<file path="config.mk">
export PLATFORM = sky130hd
export DESIGN_NAME = axil_cmd_sequencer
export DESIGN_NICKNAME = d
export VERILOG_FILES = /design/src/rtl/axil_cmd_sequencer.sv
export SDC_FILE = /design/constraint.sdc
export NUM_CORES = 1
export LEC_CHECK = 0
export ABC_CLOCK_PERIOD_IN_PS = 1800
export CAP_MARGIN = 30
export CORE_ASPECT_RATIO = 1.5
export CORE_MARGIN = 8
export CORE_UTILIZATION = 38
export DETAILED_ROUTE_END_ITERATION = 8
export GPL_ROUTABILITY_DRIVEN = 0
export PLACE_DENSITY_LB_ADDON = 0.3
export SLEW_MARGIN = 20
export SYNTH_ARGS = -nofsm -noshare
export SYNTH_HDL_FRONTEND = slang
export SYNTH_SLANG_ARGS = --single-unit
</file>
<file path="constraint.sdc">
create_clock -name clk -period 1.8 [get_ports clk]
set_clock_uncertainty 0.2 [all_clocks]
set_input_delay 0.36 -clock clk [delete_from_list [all_inputs] [get_ports clk]]
set_output_delay 0.36 -clock clk [all_outputs]
set_load 0.05 [all_outputs]
</file>
<file path="src/rtl/axil_cmd_sequencer.sv">
// AXI4-Lite single-beat command sequencer.
// Accepts one local command at a time and runs it as a write (AW+W, then B)
// or a read (AR, then R) on an AXI4-Lite slave. A per-state wait counter
// aborts a stalled handshake and reports it as an error response.

module axil_cmd_sequencer #(
   parameter int ADDR_W  = 8,
   parameter int DATA_W  = 32,
   parameter int TIMEOUT = 255
) (
   input  logic              clk,
   input  logic              ARESETN,
   // local command side
   input  logic              cmd_valid,
   output logic              cmd_ready,
   input  logic              cmd_write,
   input  logic [ADDR_W-1:0] cmd_addr,
   input  logic [DATA_W-1:0] cmd_wdata,
   output logic              rsp_valid,
   output logic [DATA_W-1:0] rsp_rdata,
   output logic              rsp_err,
   // AXI4-Lite write channels
   output logic [ADDR_W-1:0] AWADDR,
   output logic              AWVALID,
   input  logic              AWREADY,
   output logic [DATA_W-1:0] WDATA,
   output logic              WVALID,
   input  logic              WREADY,
   input  logic              BVALID,
   input  logic [1:0]        BRESP,
   output logic              BREADY,
   // AXI4-Lite read channels
   output logic [ADDR_W-1:0] ARADDR,
   output logic              ARVALID,
   input  logic              ARREADY,
   input  logic              RVALID,
   input  logic [DATA_W-1:0] RDATA,
   input  logic [1:0]        RRESP,
   output logic              RREADY
);

   // state    | meaning
   // ---------+-----------------------------------------------------------
   // S_IDLE   | cmd_ready high, waiting for a command
   // S_WR_AW  | AWVALID/WVALID outstanding, each drops on its own READY
   // S_WR_B   | BREADY high, waiting for the write response
   // S_RD_AR  | ARVALID outstanding
   // S_RD_R   | RREADY high, waiting for read data
   typedef enum logic [2:0] {
      S_IDLE  = 3'd0,
      S_WR_AW = 3'd1,
      S_WR_B  = 3'd2,
      S_RD_AR = 3'd3,
      S_RD_R  = 3'd4
   } state_t;

   // Counter only needs to reach TIMEOUT-1: the abort fires on the edge that
   // would have taken it to TIMEOUT.
   localparam int               CNT_W      = (TIMEOUT > 1) ? $clog2(TIMEOUT) : 1;
   localparam int               CNT_LAST_I = (TIMEOUT > 0) ? TIMEOUT - 1 : 0;
   localparam logic [CNT_W-1:0] CNT_LAST   = CNT_W'(CNT_LAST_I);
   localparam bit               TIMEOUT_EN = (TIMEOUT > 0);

   state_t              state_q, state_d;
   logic [CNT_W-1:0]    cnt_q, cnt_d;
   logic                cmd_ready_q, cmd_ready_d;
   logic                rsp_valid_q, rsp_valid_d;
   logic [DATA_W-1:0]   rsp_rdata_q, rsp_rdata_d;
   logic                rsp_err_q, rsp_err_d;
   logic [ADDR_W-1:0]   awaddr_q, awaddr_d;
   logic                awvalid_q, awvalid_d;
   logic [DATA_W-1:0]   wdata_q, wdata_d;
   logic                wvalid_q, wvalid_d;
   logic                bready_q, bready_d;
   logic [ADDR_W-1:0]   araddr_q, araddr_d;
   logic                arvalid_q, arvalid_d;
   logic                rready_q, rready_d;

   logic [ADDR_W-1:0]   addr_aligned;
   logic [1:0]          unused_addr_lsb;
   logic                timeout_hit;
   logic                aw_pend;
   logic                w_pend;

   // Byte-address LSBs are dropped; transfers are always word aligned.
   assign addr_aligned    = {cmd_addr[ADDR_W-1:2], 2'b00};
   assign unused_addr_lsb = cmd_addr[1:0];

   assign timeout_hit = TIMEOUT_EN && (cnt_q == CNT_LAST);
   assign aw_pend     = awvalid_q & ~AWREADY;
   assign w_pend      = wvalid_q & ~WREADY;

   // Next-state and next-output logic; a handshake wins over a same-cycle timeout.
   always_comb begin
      logic abort;
      abort       = 1'b0;
      state_d     = state_q;
      cnt_d       = cnt_q;
      cmd_ready_d = cmd_ready_q;
      rsp_valid_d = 1'b0;
      rsp_err_d   = 1'b0;
      rsp_rdata_d = rsp_rdata_q;
      awaddr_d    = awaddr_q;
      awvalid_d   = awvalid_q;
      wdata_d     = wdata_q;
      wvalid_d    = wvalid_q;
      bready_d    = bready_q;
      araddr_d    = araddr_q;
      arvalid_d   = arvalid_q;
      rready_d    = rready_q;

      case (state_q)
         S_IDLE: begin
            cnt_d       = '0;
            cmd_ready_d = 1'b1;
            if (cmd_ready_q && cmd_valid) begin
               cmd_ready_d = 1'b0;
               if (cmd_write) begin
                  awaddr_d  = addr_aligned;
                  wdata_d   = cmd_wdata;
                  awvalid_d = 1'b1;
                  wvalid_d  = 1'b1;
                  state_d   = S_WR_AW;
               end else begin
                  araddr_d  = addr_aligned;
                  arvalid_d = 1'b1;
                  state_d   = S_RD_AR;
               end
            end
         end
         S_WR_AW: begin
            awvalid_d = aw_pend;
            wvalid_d  = w_pend;
            cnt_d     = cnt_q + CNT_W'(1);
            if (!aw_pend && !w_pend) begin
               bready_d = 1'b1;
               cnt_d    = '0;
               state_d  = S_WR_B;
            end else if (timeout_hit) begin
               abort = 1'b1;
            end
         end
         S_WR_B: begin
            cnt_d = cnt_q + CNT_W'(1);
            if (BVALID) begin
               bready_d    = 1'b0;
               rsp_valid_d = 1'b1;
               rsp_err_d   = (BRESP != 2'b00);
               cmd_ready_d = 1'b1;
               cnt_d       = '0;
               state_d     = S_IDLE;
            end else if (timeout_hit) begin
               abort = 1'b1;
            end
         end
         S_RD_AR: begin
            cnt_d = cnt_q + CNT_W'(1);
            if (ARREADY) begin
               arvalid_d = 1'b0;
               rready_d  = 1'b1;
               cnt_d     = '0;
               state_d   = S_RD_R;
            end else if (timeout_hit) begin
               abort = 1'b1;
            end
         end
         S_RD_R: begin
            cnt_d = cnt_q + CNT_W'(1);
            if (RVALID) begin
               rready_d    = 1'b0;
               rsp_rdata_d = RDATA;
               rsp_valid_d = 1'b1;
               rsp_err_d   = (RRESP != 2'b00);
               cmd_ready_d = 1'b1;
               cnt_d       = '0;
               state_d     = S_IDLE;
            end else if (timeout_hit) begin
               abort = 1'b1;
            end
         end
         default: begin
            state_d = S_IDLE;
         end
      endcase

      // Stalled slave: withdraw every handshake and report an error.
      if (abort) begin
         awvalid_d   = 1'b0;
         wvalid_d    = 1'b0;
         bready_d    = 1'b0;
         arvalid_d   = 1'b0;
         rready_d    = 1'b0;
         rsp_valid_d = 1'b1;
         rsp_err_d   = 1'b1;
         cmd_ready_d = 1'b1;
         cnt_d       = '0;
         state_d     = S_IDLE;
      end
   end

   // State and registered outputs; reset clears everything immediately.
   always_ff @(posedge clk or negedge ARESETN) begin
      if (!ARESETN) begin
         state_q     <= S_IDLE;
         cnt_q       <= '0;
         cmd_ready_q <= 1'b0;
         rsp_valid_q <= 1'b0;
         rsp_rdata_q <= '0;
         rsp_err_q   <= 1'b0;
         awaddr_q    <= '0;
         awvalid_q   <= 1'b0;
         wdata_q     <= '0;
         wvalid_q    <= 1'b0;
         bready_q    <= 1'b0;
         araddr_q    <= '0;
         arvalid_q   <= 1'b0;
         rready_q    <= 1'b0;
      end else begin
         state_q     <= state_d;
         cnt_q       <= cnt_d;
         cmd_ready_q <= cmd_ready_d;
         rsp_valid_q <= rsp_valid_d;
         rsp_rdata_q <= rsp_rdata_d;
         rsp_err_q   <= rsp_err_d;
         awaddr_q    <= awaddr_d;
         awvalid_q   <= awvalid_d;
         wdata_q     <= wdata_d;
         wvalid_q    <= wvalid_d;
         bready_q    <= bready_d;
         araddr_q    <= araddr_d;
         arvalid_q   <= arvalid_d;
         rready_q    <= rready_d;
      end
   end

   assign cmd_ready = cmd_ready_q;
   assign rsp_valid = rsp_valid_q;
   assign rsp_rdata = rsp_rdata_q;
   assign rsp_err   = rsp_err_q;
   assign AWADDR    = awaddr_q;
   assign AWVALID   = awvalid_q;
   assign WDATA     = wdata_q;
   assign WVALID    = wvalid_q;
   assign BREADY    = bready_q;
   assign ARADDR    = araddr_q;
   assign ARVALID   = arvalid_q;
   assign RREADY    = rready_q;

endmodule
</file>
==> results.md <==
* Number of flops mapped to enable cells by yosys at 0
* Clock transition time at the flip-flop clock pins of the worst setup and hold paths at 70 ps
* Filler Cell Count at 679
* Post-layout min period at 1960 ps
* Number of cells produced by synthesis at approximately 290
* Post-synthesis to final-layout area growth at 92.4%
* Number of warning messages in the yosys log at 0
* Endpoint type of the worst setup path: flip-flop
* Wire length of the first global-routing pass at 19.8 mm
* Critical path data required time at 1820 ps
* End-of-flow core utilization at 74.4%
* Number of placed I/O pins at between 150 and 200
* Std-Cell Rows at 46
* Worst setup slack before clock tree synthesis at -463 ps
* Arrival @ worst endpoint at 1990 ps
* Cell area power density at 2130 nW/um^2
* Slack of the worst reg-to-reg path at -160 ps
* Average vias per placed instance at 4.86
* Fraction of synthesis flops using an asynchronous set or reset pin at 100%
* Sequential area share after synthesis at 58.4%
* Maximum number of pins on one net before global-route repair at 31
* Total negative slack at -7760 ps
* Number of diodes at 0
* TritonCTS buffer count at 9
* Crit path setup slack, layout at -163 ps
* First-pass iteration count of the detailed router at 4
* Final #Nets at 608
* Setup Viol. Count Final at 85
* Initial drt markers at 75
* Average instance area after synthesis at 14.2 um^2
* Startpoint of the worst-slack reg-to-reg timing path: state_q[2]$_DFFE_PN0P_
* Fraction of layout cells with a size suffix above 1 at 53.8%
* Overflow after GRT at 0
* RSZ-0062 raised after global routing: yes
* IO Port Bufs at 166
* Logic pwr share at between 60% and 70%
* Remaining antenna violation count at 0
* Fraction of power consumed by sequential logic at about a quarter
* Die Height at between 100 and 150 um
* Worst-case vdd ir drop at 0.00129 V
* Placed standard-cell area at 7070 um^2
* Count of different cell masters after synthesis at 40
* Startpoint types: flip-flop
* Placed cell count at approximately 630
* Count of endpoints failing hold in the final timing report at 0
* Cell internal pwr at around 0.0097 W
* Aggregate routed wire length at 13.9 mm
* Commonest cells after routing, fill and taps aside: sky130_fd_sc_hd__dfrtp_1, sky130_fd_sc_hd__buf_12, sky130_fd_sc_hd__clkdlybuf4s50_1, sky130_fd_sc_hd__buf_4, sky130_fd_sc_hd__mux2_2
* Initial core utilization at 38.7%
* Mapped Area at 4070 um^2
* Post-Layout Cell Count at 670
* Maximum net fanout on the critical path at 8
* Number of clock sinks at 95
* H-tree depth at 3
* Most common flop cell mapped by yosys: sky130_fd_sc_hd__dfrtp_1
* HPWL Detailed at 10.1 mm
* Total non-filler cell area in the finished layout at 7840 um^2
* Switching share of power at 42.1%
* CORE AREA at 10500 um^2
* Share of total power in the clock network at 11.6%
* Pleak at 3.51 nW
* Path depth of the worst reg2reg path at 5
* Die boundary width at 101 um
* Number of maximum-capacitance constraint violations at 0
* Total of flip-flops plus latches after synthesis at between 90 and 100
* Worst setup path class: flip-flop to flip-flop
* Final clock period utilization by the worst path at 109%
* F_max at between 500 and 600 MHz
* CTS tree: yes
* Clock Latency Late Sink at 340 ps
* Number of antenna violations at the first check in global routing at 0
* Total via count after detailed routing at 3256
* Path category of the worst min-delay check: input port to asynchronous set/reset pin
* Wire per inst at 20.8 um
* Maximum clock path buffer count at 2
* Via count of the first global-routing pass at ~3600
* Total die area at between 10000 and 15000 um^2
* GRT Total Usage at 18.3%
* Violations in the final reports: setup timing
* Root cell of the clock tree: sky130_fd_sc_hd__clkbuf_16
* Slew Limit Fails at 0
* Status: finished with violations
* Reg-to-reg endpoint: rsp_valid$_DFF_PN0_
* Drt drc at 0
* Net switching power at about 0.007 W
[registers in the layout (all words and copies together), names as in the netlist, 3 cells and up]
signal	cells
cnt_q	8
state_q	3
WDATA	32
rsp_rdata	32
ARADDR	6
AWADDR	6
[per-stage QoR]
stage / total power [W] / hold slack (ps)
floorplan: 0.00865 / -136
global placement: 0.0141 / 137
detailed placement: 0.0143 / 145
CTS: 0.0164 / 327
global route: 0.0173 / 341
finish: 0.0167 / 309
[layer usage]
metal | part of all wire (%) | global-route usage, %
met4 | 3.2 | 7.60
met5 | 0 | 0
met1 | 33 | 17.4
met2 | 56 | 33.4
met3 | 7.4 | 7.36
[how the worst max path moves through the flow]
stage | start | end | slack (ps) | cells past startpoint
after floorplan | WVALID$_DFFE_PN0P_ | rsp_valid$_DFF_PN0_ | -50 | 6
after global placement | WREADY | rsp_valid$_DFF_PN0_ | -370 | 6
after detailed placement | RVALID | WVALID$_DFFE_PN0P_ | -460 | 6
after CTS | state_q[1]$_DFFE_PN0P_ | AWADDR[5]$_DFFE_PN0P_ | -110 | 5
after global routing | state_q[2]$_DFFE_PN0P_ | AWVALID$_DFFE_PN0P_ | -200 | 7
final | state_q[2]$_DFFE_PN0P_ | rsp_valid$_DFF_PN0_ | -160 | 5
[critical path, cell delays in order, from the launching register on]
cell                      delay, ps
sky130_fd_sc_hd__dfrtp_2        470
sky130_fd_sc_hd__nor3b_4        180
sky130_fd_sc_hd__o21ai_2        210
sky130_fd_sc_hd__o21ai_2        110
sky130_fd_sc_hd__and4b_2        340
sky130_fd_sc_hd__or3_1          330
[cells by family (layout without fill, tap and decap cells)]
family	after synthesis	count (layout)	share of synthesized area, %
other	1	4	0.0921
flip-flops	95	95	58.4
AND/OR/NAND/NOR	51	52	6.82
multiplexers	78	78	24.3
XOR/XNOR	6	6	1.29
adder cells (fa/ha/maj)	2	2	0.615
buffers and inverters	26	261	4.12
AO/OA/AOI/OAI	28	28	4.39
[cell type report]
cell class              count  area [um^2]  share of cell area [%]
clock inverters             6         68.8                   0.878
well taps                 144          180                    2.30
multi-input cells         170         1730                    22.1
repair buffers            235         3200                    40.9
clock buffers              10          229                    2.92
inverters                  10         37.5                   0.479
flip-flops and latches     95         2380                    30.4
[cell usage after synthesis (2+ instances only)]
cell type	instances	area, um^2
sky130_fd_sc_hd__dfrtp_1	95	2380
sky130_fd_sc_hd__mux2_2	45	507
sky130_fd_sc_hd__mux2_4	30	450
sky130_fd_sc_hd__nor2_1	14	52.6
sky130_fd_sc_hd__o21ai_0	11	55.1
sky130_fd_sc_hd__inv_1	10	37.5
sky130_fd_sc_hd__nand2_1	10	37.5
sky130_fd_sc_hd__buf_6	6	67.6
sky130_fd_sc_hd__buf_2	5	25.0
sky130_fd_sc_hd__buf_4	5	37.5
sky130_fd_sc_hd__xor2_1	5	43.8
sky130_fd_sc_hd__and3_1	4	25.0
sky130_fd_sc_hd__nand4_1	4	25.0
sky130_fd_sc_hd__nor3_1	4	20.0
sky130_fd_sc_hd__a21oi_1	3	15.0
sky130_fd_sc_hd__nor2b_1	3	18.8
sky130_fd_sc_hd__o22ai_1	3	18.8
sky130_fd_sc_hd__a31oi_1	2	12.5
sky130_fd_sc_hd__ha_1	2	25.0
sky130_fd_sc_hd__mux2i_1	2	20.0
sky130_fd_sc_hd__nand3_1	2	10.0
sky130_fd_sc_hd__nor3b_1	2	15.0
sky130_fd_sc_hd__o211ai_1	2	15.0
sky130_fd_sc_hd__or2_2	2	12.5
[power by group through the flow]
| stage | combinational (W) | clock, W | sequential (W) |
|---|---|---|---|
| 6_report | 0.0105 | 0.00193 | 0.00421 |
| 3_3_place_gp | 0.00992 | 0 | 0.00415 |
| 2_1_floorplan | 0.00169 | 0 | 0.00696 |
| 3_5_place_dp | 0.0100 | 0 | 0.00423 |
| 4_1_cts | 0.0102 | 0.00197 | 0.00421 |
| 5_1_grt | 0.0109 | 0.00206 | 0.00433 |
[repair_timing]
action,CTS,global route
cloned,0,7
resized for setup,18,43
pin swaps,3,15
hold endpoints to repair,26,0
setup endpoints to repair,78,83
hold buffers,1,0
setup buffers,5,10
(Power assumes the default switching activity.)
